File: config.mk
export PLATFORM = sky130hd
export DESIGN_NAME = led_frame_streamer
export DESIGN_NICKNAME = d
export VERILOG_FILES = /design/src/rtl/led_stream_pkg.sv /design/src/rtl/led_frame_streamer.sv
export SDC_FILE = /design/constraint.sdc
export NUM_CORES = 1
export LEC_CHECK = 0
export ABC_AREA = 1
export CAP_MARGIN = 15
export CORE_MARGIN = 2
export CORE_UTILIZATION = 25
export DETAILED_ROUTE_END_ITERATION = 8
export DONT_BUFFER_PORTS = 1
export GPL_TIMING_DRIVEN = 0
export HOLD_SLACK_MARGIN = 0.15
export PLACE_DENSITY = 0.46
export RECOVER_POWER = 100
export SLEW_MARGIN = 20
export SYNTH_ARGS = -nofsm -noshare
export SYNTH_HDL_FRONTEND = slang
export SYNTH_SLANG_ARGS = --single-unit
File: constraint.sdc
create_clock -name clk -period 2.6 [get_ports clk]
set_clock_uncertainty 0.1 [all_clocks]
set_input_delay 0.26 -clock clk [delete_from_list [all_inputs] [get_ports clk]]
set_output_delay 0.26 -clock clk [all_outputs]
set_load 0.02 [all_outputs]
File: src/rtl/led_stream_pkg.sv
// Shared types for the LED frame streamer: pixel type, stream FSM states
// and the colour sent for pixels beyond the last counted bin.
package led_stream_pkg;

  typedef logic [23:0] pixel_t;

  typedef enum logic [1:0] {
    IDLE = 2'd0,
    SEEK = 2'd1,
    EMIT = 2'd2,
    PAD  = 2'd3
  } stream_state_t;

  localparam pixel_t PAD_COLOR = '0;

endpackage

File: src/rtl/led_frame_streamer.sv
// Latches one visualizer frame (bin colours and per-bin LED counts) and
// expands it into exactly LEDS pixels over a valid/ready stream. Bins are
// walked in order, each colour repeated by its count; the frame is cut at
// LEDS pixels or padded with PAD_COLOR up to LEDS pixels.
module led_frame_streamer
  import led_stream_pkg::*;
#(
  parameter int LEDS    = 50,
  parameter int BIN_QTY = 12,
  parameter int CW      = $clog2(LEDS)
) (
  input  logic                        clk,
  input  logic                        rst,
  input  logic [BIN_QTY-1:0][23:0]    rgb_i,
  input  logic [BIN_QTY-1:0][CW-1:0]  ledCounts_i,
  input  logic                        frameValid_i,
  output logic [23:0]                 pixel_o,
  output logic                        pixelValid_o,
  input  logic                        pixelReady_i,
  output logic                        pixelLast_o,
  output logic                        busy_o,
  output logic                        frameDropped_o
);

  localparam int            BW       = $clog2(BIN_QTY + 1);
  localparam logic [CW-1:0] LAST_IDX = CW'(LEDS - 1);
  localparam logic [BW-1:0] BIN_END  = BW'(BIN_QTY);

  stream_state_t              r_state;
  logic                       r_fvPrev;
  pixel_t [BIN_QTY-1:0]       r_rgbL;
  logic [BIN_QTY-1:0][CW-1:0] r_countL;
  logic [CW-1:0]              r_ledIdx;
  logic [CW-1:0]              r_remaining;
  logic [BW-1:0]              r_binIdx;
  logic                       r_frameDropped;

  logic                       w_edge;
  logic                       w_valid;
  logic                       w_handshake;
  logic                       w_atLast;
  logic [CW-1:0]              w_binCount;
  pixel_t                     w_binColor;

  assign w_edge      = frameValid_i & ~r_fvPrev;
  assign w_valid     = (r_state == EMIT) || (r_state == PAD);
  assign w_handshake = w_valid & pixelReady_i;
  assign w_atLast    = (r_ledIdx == LAST_IDX);

  // Select the latched count and colour of the current bin; binIdx==BIN_QTY reads as empty.
  always_comb begin
    w_binCount = '0;
    w_binColor = PAD_COLOR;
    for (int b = 0; b < BIN_QTY; b++) begin
      if (r_binIdx == BW'(b)) begin
        w_binCount = r_countL[b];
        w_binColor = r_rgbL[b];
      end
    end
  end

  assign pixel_o        = (r_state == EMIT) ? w_binColor : PAD_COLOR;
  assign pixelValid_o   = w_valid;
  assign pixelLast_o    = w_valid & w_atLast;
  assign busy_o         = (r_state != IDLE);
  assign frameDropped_o = r_frameDropped;

  // Frame FSM: latch on an idle edge, walk the bins, emit/pad until LEDS handshakes.
  always_ff @(posedge clk) begin
    if (rst) begin
      r_state        <= IDLE;
      r_fvPrev       <= 1'b0;
      r_rgbL         <= '0;
      r_countL       <= '0;
      r_ledIdx       <= '0;
      r_remaining    <= '0;
      r_binIdx       <= '0;
      r_frameDropped <= 1'b0;
    end else begin
      r_fvPrev       <= frameValid_i;
      r_frameDropped <= w_edge && (r_state != IDLE);
      case (r_state)
        IDLE: begin
          if (w_edge) begin
            r_rgbL   <= rgb_i;
            r_countL <= ledCounts_i;
            r_binIdx <= '0;
            r_ledIdx <= '0;
            r_state  <= SEEK;
          end
        end
        SEEK: begin
          if (r_binIdx == BIN_END) begin
            r_state <= PAD;
          end else if (w_binCount == '0) begin
            r_binIdx <= r_binIdx + BW'(1);
          end else begin
            r_remaining <= w_binCount;
            r_state     <= EMIT;
          end
        end
        EMIT: begin
          if (w_handshake) begin
            r_ledIdx    <= r_ledIdx + CW'(1);
            r_remaining <= r_remaining - CW'(1);
            if (w_atLast) begin
              r_state <= IDLE;
            end else if (r_remaining == CW'(1)) begin
              r_binIdx <= r_binIdx + BW'(1);
              r_state  <= SEEK;
            end
          end
        end
        PAD: begin
          if (w_handshake) begin
            r_ledIdx <= r_ledIdx + CW'(1);
            if (w_atLast) begin
              r_state <= IDLE;
            end
          end
        end
        default: r_state <= IDLE;
      endcase
    end
  end

endmodule

==> results.txt, run 1 <==
Clock power frac: 24.6%
Reg2reg start: r_binIdx[0]
DP Wirelength: 64.45 mm
Place WS: -1.748 ns
Critical Path End Type: output port
Biggest area consumer among synthesized cells: dfxtp_1
# fillers: 7001
CP startpoint kind: register
CTS buffer count: 46
Hold Startpoint: rst
Synthesized area per cell: 7.088 sq um
Bufs on Longest Clock Path: 3
Sequential Power Share: 26.2%
Sw Pwr: 12.41 mW
CTS clk-pin slew, worst paths: 0.06 ns
Final instance area: 25630 sq um
Inst Count DP: 3288
NumNets Final: 3246
DR vias/cell: 5.015
Die height: 265.7 um
Power Internal: 16.18 mW
First-pass GRT wire length: 121.3 mm
Area grow syn2layout: 49.73%
Critical path arrival: 3.34 ns
RSZ-0062 raised after global routing: yes
Synth area leaders: dfxtp_1 (44%), a21oi_1 (13%), o21ai_0 (10%)
Seq. cell area: 7624 sq um
Number of global-route vias before repair: 18700
Post-DRT Antenna Nets: 0
Finished Layout Cells: 3796
Largest net degree at the start of global routing: 13
Power Density: 1115 nW/um^2
Final routed DRC violation total: 0
Gr usage total: 23.20%
Gr ovfl total: 0
Post-synthesis cell type count: 34
Async SR Flop Fraction: 0%
Max cap viols: 0
Root buffer selected by CTS: clkbuf_16
TritonRoute pass-1 iters: 7
Syn Inst Count: 2415
Seq cells post-synth: 380
Full die area: 70580 sq um
Initial core utilization: 25.35%
WL per Instance: 22.39 um
Multi-input gate area: 8992 sq um
Combinational share of power: 49.2%
Worst Setup Slack, final: -1.098 ns
Worst Setup SP: r_binIdx[0]
Leak: 9.247 nW
Period utilisation layout: 142.2%
Slew @ Worst Pin: 1.272 ns
DRT Wirelength: 84.98 mm
Status: finished with violations
Endpoints failing setup: 38
Max FO, Critical Path: 6
CTS H-tree depth: 2
Number of synthesized flops with an enable pin: 0
Final Hold Fails: 0
Failing checks: setup timing
Worst-Skew Late Latency: 0.59 ns
Ports: 392
Min cycle time layout: 3.698 ns
Clock Sinks: 380
Core footprint: 67510 sq um
Share of cells above drive strength 1: 14.46%
Crit path largest cell delay: 0.36 ns
Die width: 265.7 um
CTS tree: yes
Final Wtd Congestion: 0.9059
Synth Cell Area: 17120 sq um
Net Sw Frac: 43.41%
Final Slew Violations: 0
Synth Warn #: 0
Rel. slew slack: 15.17%
FMAX: 270.4 MHz
DRT iter0 DRCs: 1405
Ys flop type: dfxtp_1
Number of port buffers: 0
CP max-delay cell: dfxtp_4
Via count: 19040
Mapped Nets: 2792
Final design utilization: 37.96%
Yosys top cell area share: 44.44%
Critical Path RT: 2.24 ns
Post-synthesis sequential area ratio: 44.44%
Crit path kind: reg2out
Max IR drop VDD: 0.4840 mV
WHS: 0.2845 ns
Site Rows: 95
Worst hold path type: in2reg
Cell Area, Placed: 18270 sq um
Initial antenna violation count: 24
Crit-path cells: inv_4, ha_4, nand2_4, buf_8, buf_8, buf_4, buf_16, buf_6, o211ai_1, o211ai_1, o221ai_2, nand2_1, o211ai_1, o21ai_2, o21ai_2, o21ai_2, a21oi_4
-- cell usage after synthesis (42+ instances only) --
cell      count
nand3_1     201
dfxtp_1     380
nand2_1     330
o211ai_1     42
inv_1       276
clkbuf_1    176
nor2_1       57
o21ai_0     347
a21oi_1     451
-- cells by family (layout without fill, tap and decap cells) --
logic type / after synthesis / after routing / synth area share (%)
flip-flops: 380 / 380 / 44.44
adder cells (fa/ha/maj): 13 / 13 / 0.9502
AND/OR/NAND/NOR: 626 / 626 / 15.73
XOR/XNOR: 2 / 2 / 0.1024
buffers and inverters: 486 / 976 / 10.74
other: 0 / 18 / 0
AO/OA/AOI/OAI: 908 / 908 / 28.04
-- power by group through the flow --
stage          combinational (mW)  sequential (mW)  clock, mW
2_1_floorplan                6.18             7.39          0
3_3_place_gp                 9.92             7.51          0
3_5_place_dp                 10.0             7.53          0
4_1_cts                      13.3             7.45       7.11
5_1_grt                      15.1             7.59       7.35
6_report                     14.1             7.49       7.03
-- worst max-delay path, delay by kind of cell, from the launching register on --
family          cells  cell delay, ns
flops               1            0.36
buf+inv             6            0.73
fa+ha+maj           1            0.16
simple gates        2            0.14
compound gates      8            1.37
-- flip-flops by register name, indices dropped and copies added (netlist names) --
register,cells
frameDropped_o,1
r_binIdx,4
r_countL,72
r_fvPrev,1
r_ledIdx,6
r_remaining,6
r_rgbL,288
r_state,2
-- cells in the final DEF (no fill, tap or decap), drive strengths merged, types with 3 or more instances in the layout --
master and n:
ha 13, nand2 333, nor3 15, bufinv 6
dlygate4sd3 362, o22ai 10, a21oi 451, clkbuf 242
or2 3, dfxtp 380, inv 287, buf 68
a31oi 7, o221ai 15, clkinvlp 3, diode 18
nand3 202, o21ai 362, nor2 60, o211ai 42
clkinv 8, nand4 8, o2111ai 15
-- routing by layer --
layer | track usage [%] | up-vias | routed length [um]
met5 | 0 | - | 97
met2 | 38.70 | 723 | 39630
met3 | 4.638 | 180 | 5512
met1 | 29.37 | 9042 | 36430
met4 | 9.125 | 16 | 3319
li1 | - | 9076 | -
-- stage by stage --
stage          setup TNS, ns  total power, mW
5_1_grt               -39.07            30.02
6_report              -26.74            28.59
3_5_place_dp         -293.84            17.55
2_1_floorplan              0            13.57
4_1_cts               -26.78            27.88
3_3_place_gp         -305.19            17.43
-- path summary, 6_finish.rpt --
path,end,depth (start not counted),slack [ns]
max,pixel_o[21],17,-1.10
min,r_rgbL[115],3,0.28
max reg2reg,r_remaining[1],22,-0.34
min reg2reg,r_rgbL[263],2,0.35
-- what timing repair did --
item,CTS,global route
hold buffers,362,0
gates resized for setup,360,107
pin swaps,76,104
cloned,3,0
setup buffers,32,11
endpoints found under the hold margin,377,0
setup endpoints to repair,404,295
-- final cells by class --
type                       count  share of cell area, %
multi-input combinational   1549                  35.08
sequential                   380                  29.74
timing repair buffer         408                  15.84
clock buffer                  69                  5.458
inverter                     289                  4.374
tap                          873                  4.262
buffer                       195                  4.145
clock inverter                15                 0.9226
antenna                       18                 0.1757
Note: power is estimated with default switching activity, not from simulation.
==> run 2, diff against run 1 <==
- ABC_AREA: 1 -> not set
- CORE_UTILIZATION: 25 -> 40
- PLACE_DENSITY: 0.46 -> 0.62
==> run 2 against run 1 <==
  * The run still ends with setup timing left
  * Utilization up 22 points
  * Sequential share of layout area rose by 1.1 points
  * Register-to-register slack got worse by 0.26 ns
  * Total power fell by 30%
  * Cell area shrank 3.6%
  * Critical path type unchanged
  * Count of clock-buffer cells in the layout down 10
  * Synthesized area fell by 2.8%
  * Via count rose by 1.4%
  * Sequential cell count did not move
  * Critical path depth fell by 4
  * Critical endpoint is now pixel_o[5]
  * Largest power group is now registers
  * Hold slack got worse by 0.015 ns
==> results.txt, run 2 <==
First-pass GRT wire length: 112.1 mm (-7.6%)
WL per Instance: 23.51 um (+5.0%)
Synth area leaders: dfxtp_1 (46%), nand2_1 (17%), a21oi_1 (13%)
Crit-path cells: buf_6, ha_4, buf_12, buf_12, nor3b_4, clkbuf_8, buf_12, a221oi_2, nor3_2, a221oi_2, o211ai_1, a222oi_1, nor2_2
Ports: 392 (unchanged)
Commonest non-fill, non-tap cell in the layout: nand2_1
Worst-Skew Late Latency: 0.58 ns (about the same)
Async SR Flop Fraction: 0% (unchanged)
Root buffer selected by CTS: clkbuf_16
Reg2reg start: r_binIdx[0]
GR Util met3: 5.751% (+1.1 points)
# fillers: 3430 (-51%)
Via count: 19310 (+1.4%)
Max reg flops: 288 (unchanged)
Max IR drop VDD: 0.5507 mV (+14%)
Post-DRT Antenna Nets: 0 (unchanged)
Commonest cells post-synth: nand2_1 (764), a21oi_1 (419), dfxtp_1 (380)
Final Hold Fails: 0 (unchanged)
Clock Sinks: 380 (unchanged)
Core footprint: 40920 sq um (-39%)
Inst Count DP: 2757 (-16%)
Final Slew Violations: 0 (unchanged)
CTS clk-pin slew, worst paths: 0.06 ns (about the same)
Share of cells above drive strength 1: 15.33% (+0.88 points)
Most frequent cells in the layout: nand2_1 (762), a21oi_1 (406), dfxtp_1 (377)
Synth Cell Area: 16640 sq um (-2.8%)
Bufs on Longest Clock Path: 3 (unchanged)
Hold endpoint: r_rgbL[285]
Number of global-route vias before repair: 18920 (+1.2%)
Slew @ Worst Pin: 1.092 ns (-0.1808 ns)
Max cap viols: 0 (unchanged)
Critical Path RT: 2.24 ns (about the same)
Rel. slew slack: 27.22% (+12 points)
CTS H-tree depth: 2 (unchanged)
Worst hold path type: in2reg
DR vias/cell: 5.906 (+18%)
Worst Setup Slack, final: -1.218 ns (-0.1203 ns)
NumNets Final: 3074 (-5.3%)
Post-synthesis cell type count: 78 (+130%)
Most frequent cell after synthesis: nand2_1
Reg-to-reg slack, setup: -0.60 ns (-0.26 ns)
DRT Wirelength: 76.87 mm (-9.5%)
Final routed DRC violation total: 0 (unchanged)
Synthesized area per cell: 7.483 sq um (+5.6%)
Period utilisation layout: 146.8% (+4.6 points)
Yosys top cell area share: 45.71% (+1.3 points)
Cells on worst reg2reg path: 15 (-32%)
Site Rows: 74 (-22%)
Endpoints failing setup: 274 (+620%)
Crit path kind: reg2out
Most flop-heavy register: r_rgbL
Gr usage total: 33.67% (+10 points)
Initial antenna violation count: 13 (-46%)
Critical Path End Type: output port
Mapped Nets: 2601 (-6.8%)
Delay-heaviest family, CP: compound AO/OA/AOI/OAI gates
Largest net degree at the start of global routing: 14 (+1)
Min cycle time layout: 3.818 ns (+0.1203 ns)
Most numerous cell on the critical path: buf_12
Syn Inst Count: 2224 (-7.9%)
Final instance area: 24700 sq um (-3.6%)
Number of port buffers: 0 (unchanged)
Final design utilization: 60.36% (+22 points)
Seq cells post-synth: 380 (unchanged)
Design Power: 20.14 mW (-30%)
Leak: 8.968 nW (-3.0%)
Number of synthesized flops with an enable pin: 0 (unchanged)
M1 GR Usage: 43.17% (+14 points)
Failing checks: setup timing
Gr ovfl total: 0 (unchanged)
Max FO, Critical Path: 5 (-1)
CTS tree: yes
TritonRoute pass-1 iters: 6 (-1)
Power Density: 815.4 nW/um^2 (-27%)
RSZ-0062 raised after global routing: yes
Post-synthesis sequential area ratio: 45.71% (+1.3 points)
Die width: 208.0 um (-22%)
Finished Layout Cells: 3270 (-14%)
Multi-input gate area: 9583 sq um (+6.6%)
Crit path largest cell delay: 0.44 ns (+0.08 ns)
Die height: 208.0 um (-22%)
Met2 Track Usage GR: 54.10% (+15 points)
Biggest area consumer among synthesized cells: dfxtp_1
Hold Startpoint: rgb_i[285]
CP startpoint kind: register
Area grow syn2layout: 48.43%
Status: finished with violations
Synth Warn #: 0 (unchanged)
Cell Area, Placed: 17540 sq um (-4.0%)
FMAX: 261.9 MHz (-3.1%)
Full die area: 43250 sq um (-39%)
Initial core utilization: 40.67% (+15 points)
DP Wirelength: 53.05 mm (-18%)
Ys flop type: dfxtp_1
Seq. cell area: 7616 sq um (about the same)
DRT iter0 DRCs: 2158 (+54%)
Reg-to-Reg End: r_state[0]
Critical path arrival: 3.46 ns (+0.12 ns)
CP max-delay cell: a222oi_1
CTS buffer count: 42 (-8.7%)
Final Wtd Congestion: 0.9387 (+3.6%)
Largest registers: r_rgbL x288, r_countL x72
Global route hottest layer: met2
Bufs and invs on worst path: 5 (-1)
Hold Crit Depth: 3 (unchanged)
==> run 2: cells by family after synthesis <==
family,Yosys count,synth area share [%]
AO/OA/AOI/OAI,648,24.11
XOR/XNOR,4,0.2105
adder cells (fa/ha/maj),13,0.9774
buffers and inverters,208,5.300
flip-flops,380,45.71
multiplexers,3,0.1804
AND/OR/NAND/NOR,968,23.51
==> run 2: per-layer routing <==
layer / share of wire, % / up-vias
met5: 0 / -
met4: 5.6 / 0
met3: 9.2 / 277
met2: 46 / 1204
met1: 39 / 9191
li1: - / 8640
==> run 2: stage by stage <==
stage               setup WS [ns]  hold slack [ns]  TNS, ns
global route               -1.329           0.2652   -82.14
finish                     -1.218           0.2694   -41.50
CTS                        -1.230           0.2291   -29.88
global placement           -1.249           0.2935  -332.25
floorplan                -0.08763           0.2882  -0.8104
detailed placement         -1.208           0.2979  -239.71
==> run 2: worst register-to-register path, cell delays in order (launching register included) <==
cell	delay (ns)
dfxtp_4	0.36
buf_6	0.12
ha_4	0.17
buf_4	0.13
buf_6	0.12
buf_8	0.13
buf_12	0.14
buf_6	0.12
nor3b_1	0.13
o311ai_1	0.36
nand3_1	0.19
o221ai_4	0.30
nor3_4	0.08
buf_6	0.14
a41o_1	0.25
a221oi_2	0.26
==> run 2: cell type report <==
type / instances / area share (%)
Antenna cell: 12 / 0.1216
Buffer: 182 / 4.452
Clock buffer: 59 / 4.802
Clock inverter: 14 / 0.5724
Inverter: 22 / 0.3900
Multi-Input combinational cell: 1636 / 38.79
Sequential cell: 380 / 30.83
Tap cell: 532 / 2.695
Timing Repair Buffer: 433 / 17.34
==> run 2: worst max-delay path by stage <==
stage	from	to	slack, ns	cells past startpoint
2_1_floorplan	r_binIdx[1]	pixel_o[23]	-0.09	13
3_3_place_gp	r_state[0]	r_countL[4]	-1.25	8
3_5_place_dp	r_binIdx[0]	pixel_o[17]	-1.21	12
4_1_cts	r_binIdx[0]	pixel_o[7]	-1.23	15
5_1_grt	r_binIdx[0]	pixel_o[5]	-1.33	13
6_report	r_binIdx[0]	pixel_o[5]	-1.22	13
==> run 2: repair_timing <==
| item | in CTS | in global routing |
|---|---|---|
| hold buffers | 362 | 0 |
| pin swaps | 79 | 72 |
| cloned | 5 | 1 |
| resized for setup | 280 | 136 |
| hold endpoints to repair | 367 | 0 |
| buffers inserted | 47 | 20 |
| setup endpoints to repair | 400 | 314 |
==> run 2: where the power goes <==
| part | total, mW | switching, mW | internal, mW |
|---|---|---|---|
| combinational | 6.94 | 4.16 | 2.77 |
| clock | 5.94 | 2.55 | 3.39 |
| sequential | 7.26 | 0.624 | 6.64 |
| total | 20.1 | 7.34 | 12.8 |
